`config.mk`:
```
export PLATFORM = sky130hd
export DESIGN_NAME = md_ctrl
export DESIGN_NICKNAME = d
export VERILOG_FILES = /design/src/rtl/md_ctrl_pkg.sv /design/src/rtl/md_ctrl_lat_cnt.sv /design/src/rtl/md_ctrl.sv
export SDC_FILE = /design/constraint.sdc
export NUM_CORES = 1
export LEC_CHECK = 0
export ABC_CLOCK_PERIOD_IN_PS = 1500
export BUFFER_PORTS_ARGS = -buffer_cell sky130_fd_sc_hd__buf_2
export CELL_PAD_IN_SITES_DETAIL_PLACEMENT = 1
export CELL_PAD_IN_SITES_GLOBAL_PLACEMENT = 2
export CORE_MARGIN = 8
export CORE_UTILIZATION = 24
export CTS_BUF_LIST = sky130_fd_sc_hd__clkbuf_4 sky130_fd_sc_hd__clkbuf_8 sky130_fd_sc_hd__clkbuf_16
export CTS_CLUSTER_SIZE = 28
export DETAILED_ROUTE_END_ITERATION = 16
export HOLD_SLACK_MARGIN = 0.05
export PLACE_DENSITY_LB_ADDON = 0.1
export SLEW_MARGIN = 20
export SYNTH_ARGS = -nofsm -noshare
export SYNTH_HDL_FRONTEND = slang
export SYNTH_SLANG_ARGS = --single-unit
```
`constraint.sdc`:
```
create_clock -name clk -period 1.5 [get_ports clk]
set_input_delay 0.15 -clock clk [delete_from_list [all_inputs] [get_ports clk]]
set_output_delay 0.15 -clock clk [all_outputs]
set_load 0.005 [all_outputs]
```
`src/rtl/md_ctrl_pkg.sv`:
```
// rtl/md_ctrl_pkg.sv - shared MD opcode and sequencer state encodings
package md_ctrl_pkg;

  typedef enum logic [3:0] {
    MD_NONE  = 4'd0,
    MD_MULT  = 4'd1,
    MD_MULTU = 4'd2,
    MD_DIV   = 4'd3,
    MD_DIVU  = 4'd4,
    MD_MFHI  = 4'd5,
    MD_MFLO  = 4'd6,
    MD_MTHI  = 4'd7,
    MD_MTLO  = 4'd8
  } md_op_e;

  typedef enum logic [1:0] {
    ST_IDLE   = 2'd0,
    ST_RUN    = 2'd1,
    ST_COMMIT = 2'd2
  } md_state_e;

  localparam int CNT_W = 4;

  function automatic logic is_long_op(input logic [3:0] op);
    return (op == MD_MULT) || (op == MD_MULTU) || (op == MD_DIV) || (op == MD_DIVU);
  endfunction

endpackage

```
`src/rtl/md_ctrl_lat_cnt.sv`:
```
// rtl/md_ctrl_lat_cnt.sv - loadable latency down-counter with ==1 flag
module md_lat_cnt
  import md_ctrl_pkg::*;
(
  input  logic             clk,
  input  logic             rst,
  input  logic             i_load,
  input  logic [CNT_W-1:0] i_load_val,
  input  logic             i_dec,
  output logic             o_is_one
);

  logic [CNT_W-1:0] r_cnt;

  // Saturates at zero so a stray decrement can never wrap into a long hang.
  always_ff @(posedge clk) begin
    if (rst) begin
      r_cnt <= '0;
    end else if (i_load) begin
      r_cnt <= i_load_val;
    end else if (i_dec && (r_cnt != '0)) begin
      r_cnt <= r_cnt - CNT_W'(1);
    end
  end

  assign o_is_one = (r_cnt == CNT_W'(1));

endmodule

```
`src/rtl/md_ctrl.sv`:
```
// rtl/md_ctrl.sv - multiply/divide sequencer: launch, busy/stall, HI/LO commit
module md_ctrl
  import md_ctrl_pkg::*;
#(
  parameter int MUL_LAT = 5,
  parameter int DIV_LAT = 10
) (
  input  logic       clk,
  input  logic       rst,
  input  logic [3:0] E_md_op,
  input  logic       E_valid,
  input  logic       flush,
  input  logic       D_md_use,
  output logic       md_start,
  output logic [3:0] md_op,
  output logic       hilo_we,
  output logic       hi_we,
  output logic       lo_we,
  output logic       busy,
  output logic       stall_D
);

  localparam logic [CNT_W-1:0] MUL_LOAD = CNT_W'(MUL_LAT - 1);
  localparam logic [CNT_W-1:0] DIV_LOAD = CNT_W'(DIV_LAT - 1);

  md_state_e        r_state;
  md_state_e        w_next;
  logic [3:0]       r_op;
  logic             w_issue;
  logic             w_go;
  logic [CNT_W-1:0] w_load_val;
  logic             w_cnt_one;

  // Reset wins over any E-stage request in the same cycle.
  assign w_issue    = (r_state == ST_IDLE) && E_valid && !flush && !rst;
  assign w_go       = w_issue && is_long_op(E_md_op);
  assign w_load_val = ((E_md_op == MD_MULT) || (E_md_op == MD_MULTU)) ? MUL_LOAD : DIV_LOAD;

  md_lat_cnt u_cnt (
    .clk        (clk),
    .rst        (rst),
    .i_load     (w_go),
    .i_load_val (w_load_val),
    .i_dec      (r_state == ST_RUN),
    .o_is_one   (w_cnt_one)
  );

  always_ff @(posedge clk) begin
    if (rst) begin
      r_state <= ST_IDLE;
      r_op    <= MD_NONE;
    end else begin
      r_state <= w_next;
      if (w_go) begin
        r_op <= E_md_op;
      end else if (r_state == ST_COMMIT) begin
        r_op <= MD_NONE;
      end
    end
  end

  always_comb begin
    w_next   = r_state;
    md_start = w_go;
    md_op    = w_go ? E_md_op : r_op;
    hilo_we  = 1'b0;
    hi_we    = w_issue && (E_md_op == MD_MTHI);
    lo_we    = w_issue && (E_md_op == MD_MTLO);
    busy     = (r_state != ST_IDLE);
    stall_D  = D_md_use && ((r_state != ST_IDLE) || w_go);
    case (r_state)
      ST_IDLE: begin
        // A one-cycle latency loads zero and goes straight to commit.
        if (w_go) w_next = (w_load_val == '0) ? ST_COMMIT : ST_RUN;
      end
      ST_RUN: begin
        if (w_cnt_one) w_next = ST_COMMIT;
      end
      ST_COMMIT: begin
        hilo_we = !rst;
        w_next  = ST_IDLE;
      end
      default: begin
        w_next = ST_IDLE;
      end
    endcase
  end

endmodule

```
==> flow_summary_export.csv, run 1 <==
group,metric,value,unit
outcome,status,"finished, violations left",
outcome,violations,"setup timing",
final_layout,fin_area,916,um^2
worst_setup_path,startpoint,"r_state[1]$_SDFFE_PP0P_",
route,firstDrtPassIters,2,
floorplanning,die_w,66.3,um
yosys,seq_area_frac_synth,0.329,
clock_network,clk_pin_slew,0.07,ns
route,ant_nets,0,
power_and_ir_drop,ir_drop,0.538,mV
yosys,ys_ff_latch,10,
timing,min_period_over_period,1.10,
worst_setup_path,rrSetupSlack,0.06,ns
clock_network,clock_path_buffers,2,
placement,dpl.hpwl,1.33,mm
yosys,synth.area.top_cells,"dfxtp_1 (33%), nand2_1 (4.9%), nor2_1 (4.3%), a21oi_1 (4.1%), ha_1 (4.1%)",
route,vias,605,
timing,finalSetupViolCount,6,
timing,rsz0062_at_grt,"true",
global_route,grt_overflow,0,
clock_network,cts_buffers,3,
worst_setup_path,required,1.35,ns
placement,placed_area,758,um^2
floorplanning,num_rows,18,
flow_run,drv_cap,0,
route,drtIter0Drc,4,
worst_setup_path,rr_worst_depth,5,
yosys,synth_warnings,0,
final_layout,diodes,0,
global_route,grt_max_degree,10,
yosys,synth_cell_type_count,34,
clock_network,clock-root-buffer,"clkbuf_4",
worst_setup_path,path_max_fanout,5,
final_layout,post-route-util,0.377,
worst_setup_path,critPathLaunchType,"flop",
yosys,synth_top_cell_by_area,"dfxtp_1",
route,route.detailed.drc,0,
global_route,antenna_found_initial,0,
floorplanning,core-area,0.00243,mm^2
clock_network,cts_tree,"done",
yosys,avgSynthCellArea,8.45,um^2
worst_setup_path,crit_path_end,"md_op[3]",
final_layout,drive_gt1_frac,0.510,
floorplanning,die_y,66.3,um
timing,drv_slew,0,
timing,hold-worst-slack,0.206,ns
timing,finalClockSkew,0.000692,ns
route,viasPerCell,4.58,
worst_setup_path,critPathKind,"flop to output pin",
timing,hold_viol_final,0,
global_route,grt_pass1_wl,2.82,mm
route,wl_per_cell,12.6,um
worst_setup_path,r2r_end,"r_op[3]$_SDFFE_PP0P_",
yosys,async_reset_ff_frac,0,
yosys,ys.flop_type,"dfxtp_1",
yosys,synth_top_area_share,0.329,
power_and_ir_drop,power.density,673,mW/mm^2
power_and_ir_drop,leakage,0.408,nW
route,drt_wl_total,1.66,mm
timing,worst_slack,-0.149,ns
floorplanning,die_area,0.00440,mm^2
clock_network,cts_max_level,1,
yosys,synth.cell_area,608,um^2
floorplanning,pin_count,19,
worst_setup_path,crit-reg2reg-launch,"r_state[1]$_SDFFE_PP0P_",
timing,slew_headroom,0.673,
yosys,synth_edf_count,0,
timing,tightestPinTransition,0.486,ns
yosys,synth_most_common_cell,"dfxtp_1",
placement,gp_congestion,0.691,
timing,max_freq,606,MHz
placement,io_buffers,18,
yosys,syn_nets,83,
yosys,synth_top_cells_by_count,"dfxtp_1 (10), nand2_1 (8), nor2_1 (7)",
worst_setup_path,critPathArrivalTime,1.50,ns
yosys,syn_inst,72,
final_layout,num-nets-final,114,
floorplanning,initial_core_util,0.250,
global_route,grtUsageTotal,0.0816,
final_layout,area_delta_synth_final,50.6,%
clock_network,clock_latency,0.26,ns
hold_path,hold_class,"input port to flop",
timing,layout_min_cycle_time,1.65,ns
worst_setup_path,setup.worst_path.end_class,"output pin",
clock_network,cts.sinks,10,
global_route,grt_pass1_vias,665,
==> metrics by stage <==
step / setup TNS (ns) / power, mW / setup slack (ns) / std cells
floorplan: 0 / 0.327 / 0.0969 / 72
global placement: 0 / 0.365 / 0.0255 / 124
detailed placement: 0 / 0.365 / 0.0119 / 124
CTS: -0.740 / 0.622 / -0.163 / 131
global route: -1.25 / 0.658 / -0.228 / 132
finish: -0.656 / 0.616 / -0.149 / 132
==> power by group <==
part | leakage [nW] | switching, mW | total (mW) | internal (mW)
registers | 0.0818 | 0.00521 | 0.276 | 0.271
logic | 0.305 | 0.0482 | 0.0943 | 0.0461
clock network | 0.0210 | 0.0988 | 0.246 | 0.147
total | 0.408 | 0.152 | 0.616 | 0.464
==> placed cells by master (no fill, tap or decap), types with 2 or more instances in the layout <==
cell type,netlist,layout
inv_1,4,3
dfxtp_2,0,2
nand3_1,3,3
buf_4,0,8
nor2_1,7,7
clkbuf_4,0,3
a21o_1,2,2
nand2_2,0,4
nand2_1,8,4
nor3_1,2,2
a21oi_1,5,4
dfxtp_1,10,8
xnor2_1,2,2
o21ai_0,2,2
buf_2,0,14
buf_6,2,6
==> worst max-delay path, stage by stage (launching register included) <==
cell	delay, ns
dfxtp_2	0.34
nor4_4	0.30
nand4_2	0.19
buf_6	0.18
and2_4	0.13
buf_6	0.10
==> worst min path at each step <==
| stage | depth (start not counted) | from | slack, ns | to |
|---|---|---|---|---|
| finish | 3 | E_md_op[0] | 0.21 | r_op[0]$_SDFFE_PP0P_ |
| floorplan | 2 | E_md_op[0] | 0.31 | r_op[0]$_SDFFE_PP0P_ |
| CTS | 3 | E_md_op[0] | 0.21 | r_op[0]$_SDFFE_PP0P_ |
| detailed placement | 2 | r_op[0]$_SDFFE_PP0P_ | 0.46 | r_op[0]$_SDFFE_PP0P_ |
| global placement | 2 | r_op[1]$_SDFFE_PP0P_ | 0.47 | r_op[1]$_SDFFE_PP0P_ |
| global route | 3 | E_md_op[1] | 0.23 | r_op[1]$_SDFFE_PP0P_ |
==> per-layer routing <==
layer,share of wire,up-vias,global-route usage,wire length (um)
met1,0.41,281,0.0814,683
met2,0.54,5,0.150,896
met4,0.012,0,0.0400,20
met3,0.037,2,0.0237,61
li1,-,317,-,-
met5,0,-,0,0
==> sequential cells by signal, summed over array words and instances (netlist names) <==
register,cells
r_op,4
u_cnt.r_cnt,4
r_state,2
==> layout make-up <==
cell class | count | area, um^2
Fill cell | 302 | 1520
Multi-Input combinational cell | 55 | 420
Sequential cell | 10 | 203
Timing Repair Buffer | 28 | 198
Tap cell | 30 | 37.5
Clock buffer | 4 | 36.3
Inverter | 5 | 21.3
==> logic make-up after synthesis <==
| logic type | Yosys count | synth area share |
|---|---|---|
| compound gates | 14 | 0.165 |
| xor+xnor | 2 | 0.0288 |
| fa+ha+maj | 2 | 0.0411 |
| buf+inv | 7 | 0.0679 |
| flops | 10 | 0.329 |
| mux | 1 | 0.0165 |
| simple gates | 36 | 0.352 |
==> repair_timing <==
| action | in CTS | in global routing |
|---|---|---|
| setup buffers | 4 | 1 |
| gates resized for setup | 6 | 18 |
| cloned | 0 | 0 |
| pin swaps | 5 | 7 |
| endpoints found under the setup margin | 9 | 12 |
| hold buffers | 0 | 0 |
Note: power is estimated with default switching activity, not from simulation.
==> run 2, diff against run 1 <==
--- a/config.mk
+++ b/config.mk
@@ -5,12 +5,13 @@
 export SDC_FILE = /design/constraint.sdc
 export NUM_CORES = 1
 export LEC_CHECK = 0
+export ABC_AREA = 1
 export ABC_CLOCK_PERIOD_IN_PS = 1500
 export BUFFER_PORTS_ARGS = -buffer_cell sky130_fd_sc_hd__buf_2
 export CELL_PAD_IN_SITES_DETAIL_PLACEMENT = 1
 export CELL_PAD_IN_SITES_GLOBAL_PLACEMENT = 2
 export CORE_MARGIN = 8
-export CORE_UTILIZATION = 24
+export CORE_UTILIZATION = 23
 export CTS_BUF_LIST = sky130_fd_sc_hd__clkbuf_4 sky130_fd_sc_hd__clkbuf_8 sky130_fd_sc_hd__clkbuf_16
 export CTS_CLUSTER_SIZE = 28
 export DETAILED_ROUTE_END_ITERATION = 16
==> run 2 against run 1 <==
Net effect:
- the run now ends clean
- via count rose by 14%
- sequential power is essentially flat
- cell area down 0.27%
- sequential cell count unchanged
- fmax is 14% higher
- highest routed layer unchanged
==> flow_summary_export.csv, run 2 <==
group,metric,value,unit
final_layout,num-nets-final,141,
final_layout,final_cell_count_no_fill,160,
worst_setup_path,critPathKind,"flop to output pin",
worst_setup_path,crit_chain,"nor2_4 -> nand2_2 -> nor2_4 -> nand2_4 -> inv_8 -> nand2_2 -> nand2_1 -> buf_2",
route,route.detailed.drc,0,
yosys,synth.cell_area,642,um^2
route,drtIter0Drc,22,
timing,worst_slack,0.0527,ns
placement,dpl.hpwl,1.41,mm
final_layout,layout_common_cells,"nand2_1 (18), buf_2 (17), inv_1 (13)",
timing,hold_viol_final,0,
timing,min_period_over_period,0.965,
floorplanning,core-area,0.00271,mm^2
clock_network,cts_tree,"done",
yosys,synth_warnings,0,
route,ant_nets,0,
route,met2WireLength,833,um
placement,io_buffers,18,
global_route,antenna_found_initial,0,
timing,finalSetupViolCount,0,
yosys,async_reset_ff_frac,0,
route,viasPerCell,4.32,
global_route,grt_max_degree,8,
yosys,avgSynthCellArea,6.62,um^2
timing,finalClockSkew,0.00679,ns
worst_setup_path,critPathLaunchType,"flop",
clock_network,cts_max_level,1,
worst_setup_path,required,1.35,ns
global_route,grt_pass1_vias,713,
power_and_ir_drop,power.density,671,mW/mm^2
worst_setup_path,critPathArrivalTime,1.30,ns
yosys,synth_top_cells_by_count,"nand2_1 (22), inv_1 (13), nand3_1 (12)",
clock_network,clk_pin_slew,0.06,ns
flow_run,drv_cap,0,
final_layout,num-fill-cells,365,
final_layout,top_regs,"r_op: 4 flops, u_cnt.r_cnt: 4 flops, r_state: 2 flops",
route,vias,691,
timing,tightestPinTransition,0.274,ns
clock_network,clock_path_buffers,2,
placement,dp_cells,145,
final_layout,diodes,0,
worst_setup_path,path_max_fanout,7,
yosys,synth_edf_count,0,
route,wl_per_cell,11.0,um
clock_network,clock-root-buffer,"clkbuf_4",
yosys,syn_inst,97,
yosys,synth_top_cell_by_area,"dfxtp_1",
power_and_ir_drop,ir_drop,0.425,mV
floorplanning,die_area,0.00474,mm^2
worst_setup_path,setup.worst_path.end_class,"output pin",
clock_network,hold_buffers,0,
placement,gp_congestion,0.769,
outcome,status,"finished clean",
final_layout,seq_area,205,um^2
clock_network,cts.sinks,10,
route,dr_wl_met3,109,um
global_route,grtUsageTotal,0.0822,
timing,slew_headroom,0.817,
final_layout,area_delta_synth_final,42.3,%
final_layout,drive_gt1_frac,0.419,
yosys,syn_nets,108,
final_layout,final_common_cell,"nand2_1",
worst_setup_path,path_delay_family,"simple AND/OR/NAND/NOR gates",
worst_setup_path,slowest_delay,0.33,ns
route,firstDrtPassIters,4,
placement,pre_cts_slack,0.152,ns
yosys,synth_cell_type_count,20,
clock_network,cts_buffers,3,
timing,max_freq,691,MHz
timing,finalSetupTns,0,ns
yosys,synth.area.top_cells,"dfxtp_1 (31%), nand2_1 (13%), nand3_1 (9.4%), inv_1 (7.6%), nor2_1 (6.4%)",
route,wl_met1,811,um
yosys,synth_top_area_share,0.312,
yosys,ys.flop_type,"dfxtp_1",
final_layout,multi_input_area,387,um^2
yosys,ys_ff_latch,10,
floorplanning,die_y,68.8,um
floorplanning,num_rows,19,
route,top_layer,"met4",
power_and_ir_drop,leakage,0.517,nW
timing,layout_min_cycle_time,1.45,ns
clock_network,clock_latency,0.26,ns
global_route,grt_overflow,0,
timing,rsz0062_at_grt,"true",
timing,drv_slew,0,
floorplanning,die_w,68.8,um
yosys,synth_most_common_cell,"nand2_1",
worst_setup_path,path_buf_inv,2,
floorplanning,initial_core_util,0.237,
route,drt_wl_total,1.76,mm
floorplanning,pin_count,19,
worst_setup_path,crit_slowest_cell,"dfxtp_2",
hold_path,hold_class,"input port to flop",
global_route,grt_pass1_wl,3.07,mm
yosys,seq_area_frac_synth,0.312,
-- run 2: cell types whose count changed in the layout (fill, tap and decap cells not counted), sizes merged, moves of 2 or more --
cell / change
a21o: -2
and3: -2
inv: +11
nand2: +21
nand3: +9
nor2: +6
-- run 2: where the power goes --
part | leakage, nW | internal [mW] | switching, mW
sequential | 0.0821 | 0.269 | 0.00393
clock | 0.0210 | 0.147 | 0.0945
combinational | 0.413 | 0.0411 | 0.0569
total | 0.517 | 0.457 | 0.155
-- run 2: worst reg2reg max path, delay by kind of cell (launching register included) --
family | cells | cell delay, ns
DFF | 1 | 0.36
and+or+nand+nor | 3 | 0.31
AOI/OAI and AO/OA | 2 | 0.25
adders and majority gates | 1 | 0.23
buffers and inverters | 1 | 0.09
-- run 2: what timing repair did --
action,CTS,global route
cloned,0,0
resized for setup,8,5
pin swaps,3,4
buffers inserted,8,3
endpoints found under the setup margin,6,7
-- run 2: through the flow --
| stage | hold slack [ns] | total power [mW] | area (um^2) | util |
|---|---|---|---|---|
| floorplan | 0.212 | 0.336 | 642 | - |
| global placement | 0.419 | 0.368 | 756 | 0.279 |
| detailed placement | 0.411 | 0.368 | 756 | 0.279 |
| CTS | 0.126 | 0.622 | 870 | 0.321 |
| global route | 0.138 | 0.662 | 913 | 0.337 |
| finish | 0.135 | 0.613 | 913 | 0.337 |
-- run 2: final cells by class --
cell class              count  area share
repair buffers             29       0.196
flip-flops and latches     10       0.225
well taps                  31      0.0425
multi-input cells          70       0.423
clock buffers               4      0.0397
inverters                  16      0.0740
-- run 2: routing by layer --
layer  global-route usage  vias up
li1                     -      368
met1               0.0988      310
met2                0.134       11
met3               0.0323        2
met4               0.0226        0
met5                    0        -
-- run 2: worst paths after layout --
kind	startpoint	end	slack, ns	cells after the start
min reg2reg	r_op[3]$_SDFFE_PP0P_	r_op[3]$_SDFFE_PP0P_	0.45	2
max	r_state[0]$_SDFFE_PP0P_	md_op[1]	0.05	8
max reg2reg	u_cnt.r_cnt[0]$_SDFFE_PP0P_	u_cnt.r_cnt[2]$_SDFFE_PP0P_	0.20	7
min	rst	u_cnt.r_cnt[2]$_SDFFE_PP0P_	0.13	2
-- run 2: kinds of logic (layout without fill, tap and decap cells) --
kind of cell | after synthesis | after routing | synth area share
AO/OA/AOI/OAI | 9 | 9 | 0.0858
XOR/XNOR | 1 | 1 | 0.0136
adder cells (fa/ha/maj) | 2 | 2 | 0.0390
buffers and inverters | 17 | 49 | 0.117
flip-flops | 10 | 10 | 0.312
AND/OR/NAND/NOR | 58 | 58 | 0.433
==> run 3, diff against run 2 <==
--- a/config.mk
+++ b/config.mk
@@ -9,9 +9,9 @@
 export ABC_CLOCK_PERIOD_IN_PS = 1500
 export BUFFER_PORTS_ARGS = -buffer_cell sky130_fd_sc_hd__buf_2
 export CELL_PAD_IN_SITES_DETAIL_PLACEMENT = 1
-export CELL_PAD_IN_SITES_GLOBAL_PLACEMENT = 2
+export CELL_PAD_IN_SITES_GLOBAL_PLACEMENT = 1
 export CORE_MARGIN = 8
-export CORE_UTILIZATION = 23
+export CORE_UTILIZATION = 30
 export CTS_BUF_LIST = sky130_fd_sc_hd__clkbuf_4 sky130_fd_sc_hd__clkbuf_8 sky130_fd_sc_hd__clkbuf_16
 export CTS_CLUSTER_SIZE = 28
 export DETAILED_ROUTE_END_ITERATION = 16
==> run 3 against run 2 <==
Net effect:
- cell count fell by 3.8%
- fmax is 1.8% lower
- cell area up 0.27%
- non-clock buffer count shrank 1
- hold slack improved by 0.026 ns
==> flow_summary_export.csv, run 3 (synthesized netlist as in run 2, its figures left out) <==
group,metric,value,unit
outcome,status,"finished clean",
global_route,grt_pass1_vias,764,
floorplanning,die_y,62.3,um
final_layout,area_delta_synth_final,42.7,%
final_layout,diodes,0,
placement,placed_area,751,um^2
timing,tightestPinTransition,0.216,ns
timing,slew_headroom,0.854,
route,wl_per_cell,12.2,um
placement,dpl.hpwl,1.37,mm
floorplanning,die_area,0.00388,mm^2
timing,finalSetupViolCount,0,
worst_setup_path,crit_slowest_cell,"dfxtp_2",
floorplanning,num_rows,16,
hold_path,hold_depth,2,
worst_setup_path,crit_chain,"nor2_4 -> nand2_2 -> nor2_4 -> nand2_4 -> inv_8 -> nand2_4 -> nand2_2 -> buf_6",
worst_setup_path,rr_worst_depth,9,
placement,io_buffers,18,
power_and_ir_drop,leakage,0.513,nW
worst_setup_path,critical_path_depth,8,
worst_setup_path,setup.worst_path.end_class,"output pin",
timing,worst_slack,0.0265,ns
global_route,grt_max_degree,8,
timing,drv_slew,0,
route,route.detailed.drc,0,
hold_path,hold_class,"input port to flop",
final_layout,num-nets-final,140,
final_layout,top_regs,"r_op: 4 flops, u_cnt.r_cnt: 4 flops, r_state: 2 flops",
power_and_ir_drop,total_power,0.550,mW
clock_network,clock_latency,0.26,ns
worst_setup_path,path_buf_inv,2,
floorplanning,pin_count,19,
worst_setup_path,critPathKind,"flop to output pin",
worst_setup_path,path_max_fanout,6,
worst_setup_path,rrSetupSlack,0.08,ns
clock_network,clk_pin_slew,0.06,ns
final_layout,layout_common_cells,"nand2_1 (16), buf_2 (14), inv_1 (13)",
worst_setup_path,required,1.35,ns
placement,gp_congestion,0.790,
route,ant_nets,0,
worst_setup_path,critPathLaunchType,"flop",
power_and_ir_drop,ir_drop,0.360,mV
worst_setup_path,critPathArrivalTime,1.32,ns
final_layout,final_common_cell,"nand2_1",
hold_path,hp-start,"rst",
clock_network,cts_buffers,3,
timing,max_freq,679,MHz
floorplanning,initial_core_util,0.324,
placement,pre_cts_slack,0.151,ns
flow_run,drv_cap,0,
worst_setup_path,crit-reg2reg-launch,"r_state[0]$_SDFFE_PP0P_",
route,drt_wl_total,1.88,mm
clock_network,hold_buffers,0,
global_route,grtUsageTotal,0.0999,
route,viasPerCell,4.49,
clock_network,cts_max_level,1,
clock_network,clock_path_buffers,2,
global_route,grt_pass1_wl,3.28,mm
clock_network,clock-root-buffer,"clkbuf_4",
route,drtIter0Drc,5,
clock_network,cts_tree,"done",
timing,min_period_over_period,0.982,
final_layout,fin_area,916,um^2
hold_path,min_to,"r_state[1]$_SDFFE_PP0P_",
final_layout,drive_gt1_frac,0.425,
timing,hold_viol_final,0,
floorplanning,die_w,62.3,um
global_route,grt_overflow,0,
clock_network,cts.sinks,10,
power_and_ir_drop,power.density,600,mW/mm^2
route,vias,692,
worst_setup_path,path_delay_family,"simple AND/OR/NAND/NOR gates",
global_route,antenna_found_initial,0,
timing,layout_min_cycle_time,1.47,ns
final_layout,post-route-util,0.462,
floorplanning,core-area,0.00198,mm^2
timing,finalClockSkew,0.00249,ns
timing,rsz0062_at_grt,"true",
route,firstDrtPassIters,4,
worst_setup_path,r2r_end,"u_cnt.r_cnt[2]$_SDFFE_PP0P_",
worst_setup_path,slowest_delay,0.34,ns
[run 3: cell types whose count changed in the layout (fill, tap and decap cells not counted), sizes merged]
| cell | before | now |
|---|---|---|
| buf | 29 | 28 |
| clkbuf | 4 | 3 |
[run 3: worst max-delay path by stage]
stage / startpoint / slack [ns] / end
detailed placement: r_state[1]$_SDFFE_PP0P_ / 0.15 / md_op[0]
global placement: r_state[1]$_SDFFE_PP0P_ / 0.17 / md_op[0]
global route: r_state[0]$_SDFFE_PP0P_ / -0.09 / md_op[0]
floorplan: u_cnt.r_cnt[0]$_SDFFE_PP0P_ / 0.33 / u_cnt.r_cnt[2]$_SDFFE_PP0P_
finish: r_state[0]$_SDFFE_PP0P_ / 0.03 / md_op[0]
CTS: r_state[1]$_SDFFE_PP0P_ / -0.04 / md_op[0]
[run 3: power by group]
part | switching [mW] | internal, mW
logic | 0.0589 | 0.0414
clock network | 0.0837 | 0.0923
registers | 0.00434 | 0.269
total | 0.147 | 0.403
[run 3: repair_timing]
item                       CTS  global route
setup endpoints to repair    6            10
buffers inserted             8             2
pin swaps                    3             6
gates resized for setup      8            11
gates cloned                 0             0
[run 3: layer usage]
layer | track usage | wire length [um] | vias to the layer above
li1 | - | - | 365
met1 | 0.114 | 791 | 317
met2 | 0.166 | 991 | 10
met3 | 0.0430 | 91 | 0
met4 | 0.0256 | 0 | 0
met5 | 0 | 0 | -
[run 3: final cells by class]
class / count / area, um^2
multi-input combinational: 70 / 397
inverter: 16 / 67.6
sequential: 10 / 205
fill: 266 / 1070
clock buffer: 3 / 22.5
timing repair buffer: 28 / 190
tap: 27 / 33.8
[run 3: metrics by stage]
step	setup TNS [ns]	instances	hold slack, ns
2_1_floorplan	0	97	0.212
3_3_place_gp	0	141	0.405
3_5_place_dp	0	141	0.419
4_1_cts	-0.105	152	0.140
5_1_grt	-0.472	154	0.173
6_report	0	154	0.161
[run 3: worst reg2reg max path, stage by stage, from the launching register on]
cell and delay [ns]:
dfxtp_2 0.34, nor2_4 0.12, nand2_2 0.07, nor2_4 0.12, nand2_4 0.12, buf_4 0.16
buf_4 0.15, o21ai_2 0.05, nand2_1 0.09, a21oi_2 0.15
